--- src/rtl/wb_arbiter.sv ---
// Write-back arbiter: merges a priority single-cycle EX channel and a buffered
// long-latency MEM channel onto the register file's single write port, and
// forwards not-yet-committed write data to two decode read ports.
module wb_arbiter #(
    parameter int unsigned BITS       = 32,
    parameter int unsigned addr_width = 5,
    parameter int unsigned FIFO_DEPTH = 2
) (
    input  logic                  clk,
    input  logic                  reset,
    input  logic                  ex_valid,
    input  logic [addr_width-1:0] ex_rd,
    input  logic [BITS-1:0]       ex_data,
    input  logic                  mem_valid,
    output logic                  mem_ready,
    input  logic [addr_width-1:0] mem_rd,
    input  logic [BITS-1:0]       mem_data,
    output logic                  rf_wen,
    output logic [addr_width-1:0] rf_aw,
    output logic [BITS-1:0]       rf_d,
    input  logic [addr_width-1:0] ra1,
    input  logic [addr_width-1:0] ra2,
    output logic                  fwd1_hit,
    output logic                  fwd2_hit,
    output logic [BITS-1:0]       fwd1_data,
    output logic [BITS-1:0]       fwd2_data
);

    localparam int unsigned PtrW = $clog2(FIFO_DEPTH);
    localparam int unsigned CntW = $clog2(FIFO_DEPTH + 1);

    // MEM buffer storage
    logic [addr_width-1:0] fifo_rd_q   [FIFO_DEPTH];
    logic [addr_width-1:0] fifo_rd_d   [FIFO_DEPTH];
    logic [BITS-1:0]       fifo_data_q [FIFO_DEPTH];
    logic [BITS-1:0]       fifo_data_d [FIFO_DEPTH];
    logic [FIFO_DEPTH-1:0] fifo_live_q, fifo_live_d;
    logic [PtrW-1:0]       wr_ptr_q, wr_ptr_d;
    logic [PtrW-1:0]       rd_ptr_q, rd_ptr_d;
    logic [CntW-1:0]       count_q, count_d;

    // Output stage register
    logic                  rf_wen_q, rf_wen_d;
    logic [addr_width-1:0] rf_aw_q, rf_aw_d;
    logic [BITS-1:0]       rf_d_q, rf_d_d;

    logic ex_fire, push, pop, full;

    assign full      = (count_q == CntW'(FIFO_DEPTH));
    // Occupancy-only ready, forced low while reset is held.
    assign mem_ready = reset && !full;

    assign rf_wen = rf_wen_q;
    assign rf_aw  = rf_aw_q;
    assign rf_d   = rf_d_q;

    // Source selection, EX-over-MEM kill, and FIFO next-state
    always_comb begin
        ex_fire     = ex_valid && (ex_rd != '0);
        push        = mem_valid && mem_ready;
        pop         = !ex_fire && (count_q != '0);
        fifo_rd_d   = fifo_rd_q;
        fifo_data_d = fifo_data_q;
        fifo_live_d = fifo_live_q;
        rf_wen_d    = 1'b0;
        rf_aw_d     = rf_aw_q;
        rf_d_d      = rf_d_q;

        // EX is younger than everything buffered: older writes to the same rd die.
        if (ex_fire) begin
            for (int i = 0; i < FIFO_DEPTH; i++) begin
                if (fifo_rd_q[i] == ex_rd) begin
                    fifo_live_d[i] = 1'b0;
                end
            end
        end

        // Push never targets a valid slot since it only happens when not full.
        if (push) begin
            fifo_rd_d[wr_ptr_q]   = mem_rd;
            fifo_data_d[wr_ptr_q] = mem_data;
            fifo_live_d[wr_ptr_q] = (mem_rd != '0) && !(ex_fire && (mem_rd == ex_rd));
        end

        if (ex_fire) begin
            rf_wen_d = 1'b1;
            rf_aw_d  = ex_rd;
            rf_d_d   = ex_data;
        end else if (pop) begin
            rf_wen_d = fifo_live_q[rd_ptr_q];
            rf_aw_d  = fifo_rd_q[rd_ptr_q];
            rf_d_d   = fifo_data_q[rd_ptr_q];
        end

        wr_ptr_d = wr_ptr_q + PtrW'(push);
        rd_ptr_d = rd_ptr_q + PtrW'(pop);
        count_d  = count_q + CntW'(push) - CntW'(pop);
    end

    // State registers; reset discards every buffered result
    always_ff @(posedge clk or negedge reset) begin
        if (!reset) begin
            for (int i = 0; i < FIFO_DEPTH; i++) begin
                fifo_rd_q[i]   <= '0;
                fifo_data_q[i] <= '0;
            end
            fifo_live_q <= '0;
            wr_ptr_q    <= '0;
            rd_ptr_q    <= '0;
            count_q     <= '0;
            rf_wen_q    <= 1'b0;
            rf_aw_q     <= '0;
            rf_d_q      <= '0;
        end else begin
            fifo_rd_q   <= fifo_rd_d;
            fifo_data_q <= fifo_data_d;
            fifo_live_q <= fifo_live_d;
            wr_ptr_q    <= wr_ptr_d;
            rd_ptr_q    <= rd_ptr_d;
            count_q     <= count_d;
            rf_wen_q    <= rf_wen_d;
            rf_aw_q     <= rf_aw_d;
            rf_d_q      <= rf_d_d;
        end
    end

    logic [1:0][addr_width-1:0] ra_vec;
    logic [1:0]                 hit;
    logic [1:0][BITS-1:0]       hit_data;
    logic [PtrW-1:0]            idx;

    assign ra_vec = {ra2, ra1};

    // Forwarding lookup: stage register lowest priority, then FIFO oldest to
    // youngest so the youngest live match overrides.
    always_comb begin
        hit      = '0;
        hit_data = '0;
        idx      = '0;
        for (int p = 0; p < 2; p++) begin
            if (rf_wen_q && (rf_aw_q == ra_vec[p])) begin
                hit[p]      = 1'b1;
                hit_data[p] = rf_d_q;
            end
            for (int k = 0; k < FIFO_DEPTH; k++) begin
                idx = rd_ptr_q + PtrW'(k);
                if ((CntW'(k) < count_q) && fifo_live_q[idx] && (fifo_rd_q[idx] == ra_vec[p])) begin
                    hit[p]      = 1'b1;
                    hit_data[p] = fifo_data_q[idx];
                end
            end
            if (ra_vec[p] == '0) begin
                hit[p]      = 1'b0;
                hit_data[p] = '0;
            end
        end
    end

    assign fwd1_hit  = hit[0];
    assign fwd2_hit  = hit[1];
    assign fwd1_data = hit_data[0];
    assign fwd2_data = hit_data[1];

endmodule

--- config.mk ---
export PLATFORM = sky130hd
export DESIGN_NAME = wb_arbiter
export DESIGN_NICKNAME = d
export VERILOG_FILES = /design/src/rtl/wb_arbiter.sv
export SDC_FILE = /design/constraint.sdc
export NUM_CORES = 1
export LEC_CHECK = 0
export CAP_MARGIN = 20
export CORE_ASPECT_RATIO = 0.5
export CORE_MARGIN = 1.5
export CORE_UTILIZATION = 51
export CTS_CLUSTER_DIAMETER = 120
export CTS_CLUSTER_SIZE = 30
export DETAILED_ROUTE_END_ITERATION = 8
export PLACE_DENSITY_LB_ADDON = 0.3
export SYNTH_ARGS = -nofsm -noshare
export SYNTH_HDL_FRONTEND = slang
export SYNTH_SLANG_ARGS = --single-unit
--- constraint.sdc ---
create_clock -name clk -period 2.3 [get_ports clk]
set_input_delay 0.23 -clock clk [delete_from_list [all_inputs] [get_ports clk]]
set_output_delay 0.23 -clock clk [all_outputs]
set_load 0.02 [all_outputs]
==> flow_metrics.env <==
export IMPL_antenna_found_initial=0
export IMPL_die_h_um=90.52
export IMPL_drt_vias_per_instance=6.908
export IMPL_worst_slack_ns=-1.215
export IMPL_grt_overflow=0
export IMPL_powerDensity_nw_per_um2=1330
export IMPL_routed_wl_um=34680
export IMPL_endpoint_kind="output pin"
export IMPL_status="finished, violations left"
export IMPL_ys_types=40
export IMPL_max_cap_violations=0
export IMPL_critical_path_top_delay_family="buffers and inverters"
export IMPL_hold_class="input pin to flip-flop"
export IMPL_synth_ff_type="dfrtp_1"
export IMPL_hold_viol=0
export IMPL_rows=31
export IMPL_cp_max_fo=8
export IMPL_n_fill_cell=618
export IMPL_drt_iter0_markers=882
export IMPL_drtPass1Iterations=5
export IMPL_slew_headroom_pct=45.59
export IMPL_coreArea_um2=14700
export IMPL_cts_clk_slew_worst_paths_ns=0.07
export IMPL_grt_pass1_vias=7193
export IMPL_p_leak_nw=5.293
export IMPL_numCtsBuffers=17
export IMPL_ios=193
export IMPL_avgSynthCellArea_um2=11.52
export IMPL_yosys_warnings=0
export IMPL_grt_max_degree=79
export IMPL_cp_common_cell="buf_4"
export IMPL_drc=0
export IMPL_async_reset_ff_share_pct=100.0
export IMPL_grt_total_usage_pct=31.54
export IMPL_clk_latency_ns=0.44
export IMPL_rsz0062_at_grt="true"
export IMPL_violations="setup timing"
export IMPL_period_share_pct=152.8
export IMPL_num_antenna_cells=0
export IMPL_drive_gt1_share_pct=52.55
export IMPL_ant_nets=0
export IMPL_cp_slowest_cell="dfrtp_4"
export IMPL_tightest_slew_ns=0.8162
export IMPL_synth_cells=678
export IMPL_power_mw=16.92
export IMPL_clock_skew_ns=0.01458
export IMPL_ys_seq_elements=118
export IMPL_worstHoldStart="ex_data[4]"
export IMPL_path_buf_inv=4
export IMPL_arrival_ns=3.28
export IMPL_grt_pass1_wl_um=39340
export IMPL_ir_drop_v=0.0007396
export IMPL_wire_per_inst_um=28.97
export IMPL_slew_viol_final=0
export IMPL_max_freq_mhz=284.5
export IMPL_cts_buffer_depth=2
export IMPL_setup_viol_count_final=66
export IMPL_synth_fp_nets=769
export IMPL_nets=1077
export IMPL_hpwlAfterDp_um=16750
export IMPL_path_class="flip-flop to output pin"
export IMPL_slowest_delay_ns=0.54
export IMPL_die_area_um2=16110
export IMPL_critPathLaunch="rd_ptr_q"
export IMPL_required_ns=2.07
export IMPL_cts_root_buf="clkbuf_16"
export IMPL_die_w_um=178.0
export IMPL_ys_seq_area_share_pct=37.80
export IMPL_cp_cell_sequence="buf_4 -> mux2_1 -> nand2_1 -> nor2_1 -> and2_4 -> clkbuf_16 -> buf_12 -> a221oi_4 -> a211oi_2 -> buf_4"
export IMPL_final_min_clock_period_ns=3.515
export IMPL_r2r_start="rd_ptr_q"
export IMPL_port_buffers=192
export IMPL_routabilityCongestion=0.9252
export IMPL_synth_area_um2=7812
export IMPL_cts_sinks=118
export IMPL_synth_edf_count=0
export IMPL_tritoncts="built"
export IMPL_start_kind="flip-flop"
export IMPL_area_growth_pct=62.83
export IMPL_initial_utilization_pct=53.14
export IMPL_finalSetupTns_ns=-63.54
export IMPL_vias=8269
export IMPL_htree_levels=4
export IMPL_utilization_pct=86.54
timing repair:
| item | CTS | global route |
|---|---|---|
| resized for setup | 233 | 196 |
| pin swaps | 12 | 22 |
| hold buffers | 1 | 0 |
| endpoints found under the hold margin | 40 | 0 |
| cloned | 2 | 4 |
| buffers inserted | 7 | 57 |
| endpoints found under the setup margin | 66 | 66 |
routing by layer:
layer / vias to the layer above / share of wire, % / track usage (%)
met4: 0 / 8.0 / 11.13
met2: 706 / 45 / 51.04
met3: 270 / 10 / 5.640
li1: 3239 / - / -
met5: - / 0 / 0
met1: 4054 / 37 / 42.41
cells in the final DEF (no fill, tap or decap), types with 5 or more instances in the layout:
cell             synthesis  final
buf_16                   0      5
xor2_1                  25     25
a221oi_1                36      7
mux2_2                 107    107
a221oi_2                28     29
nand2_1                  9      9
a221oi_4                 0     28
clkdlybuf4s15_2          0      6
mux2i_1                 72     65
clkdlybuf4s50_1          0    125
buf_12                   2     25
xnor2_2                  0      5
clkbuf_16                0     21
buf_6                    8     19
a211oi_2                30     63
nand3_1                  5      5
mux2i_4                  0      7
inv_6                    0      5
nor2_1                  44     40
xnor2_1                 23     16
a21oi_1                 40     37
dfrtp_1                118    117
buf_4                    6    163
final timing paths:
| path | end | slack (ns) | cells after the start |
|---|---|---|---|
| max | fwd2_data[0] | -1.21 | 10 |
| min | rf_d[4] | 0.37 | 3 |
| max reg2reg | rf_d[21] | 0.03 | 7 |
| min reg2reg | fifo_data_q[21] | 0.53 | 1 |
| max in group asynchronous | fifo_data_q[13] | 0.87 | 5 |
| min in group asynchronous | fifo_rd_q[1] | 0.42 | 3 |
through the flow:
step           hold slack (ns)  setup slack [ns]  area, um2  instances
2_1_floorplan         -0.06559          -0.05522       7989        678
3_3_place_gp            0.3270           -0.7494      10770       1095
3_5_place_dp            0.3346           -0.7800      10770       1095
4_1_cts                 0.3848           -0.7979      11580       1137
5_1_grt                 0.3824            -1.265      12720       1197
6_report                0.3726            -1.215      12720       1197
flip-flops by register name (all words and copies together), names as in the netlist:
signal,count
fifo_data_q,64
rd_ptr_q,1
rf_aw,5
wr_ptr_q,1
fifo_live_q,2
count_q,2
fifo_rd_q,10
rf_d,32
rf_wen,1
Yosys cell counts (6+ instances only):
cell type,instances,area share [%]
a211oi_1,34,3.3
a211oi_2,30,4.8
a21oi_1,40,2.6
a221oi_1,36,4.0
a221oi_2,28,5.4
buf_2,17,1.1
buf_4,6,0.58
buf_6,8,1.2
clkbuf_1,26,1.2
dfrtp_1,118,38
mux2_2,107,15
mux2i_1,72,9.2
nand2_1,9,0.43
nor2_1,44,2.1
xnor2_1,23,2.6
xor2_1,25,2.8
area by class of cell:
cell class | count | area [um2] | area share [%]
Inverter | 4 | 15.01 | 0.1180
Clock inverter | 15 | 145.1 | 1.141
Clock buffer | 17 | 425.4 | 3.344
Timing Repair Buffer | 354 | 3545 | 27.86
Tap cell | 198 | 247.7 | 1.947
Multi-Input combinational cell | 491 | 5386 | 42.34
Sequential cell | 118 | 2957 | 23.24
cells by family (layout without fill, tap and decap cells):
logic type,Yosys count,after routing,share of synthesized area (%)
fa+ha+maj,3,3,0.4805
mux,183,183,25.32
buf+inv,69,390,5.205
flops,118,118,37.80
compound gates,181,181,21.24
simple gates,76,76,4.580
xor+xnor,48,48,5.381
where the power goes:
part	internal [mW]	switching [mW]	total, mW
Clock	1.51	1.22	2.73
Sequential	3.09	1.34	4.43
Combinational	4.57	5.19	9.75
Total	9.17	7.75	16.9
worst min-delay path, delay by kind of cell:
family | cells | cell delay (ns)
AO/OA/AOI/OAI | 1 | 0.04
AND/OR/NAND/NOR | 1 | 0.10
buffers and inverters | 1 | 0.40
(Power assumes the default switching activity.)
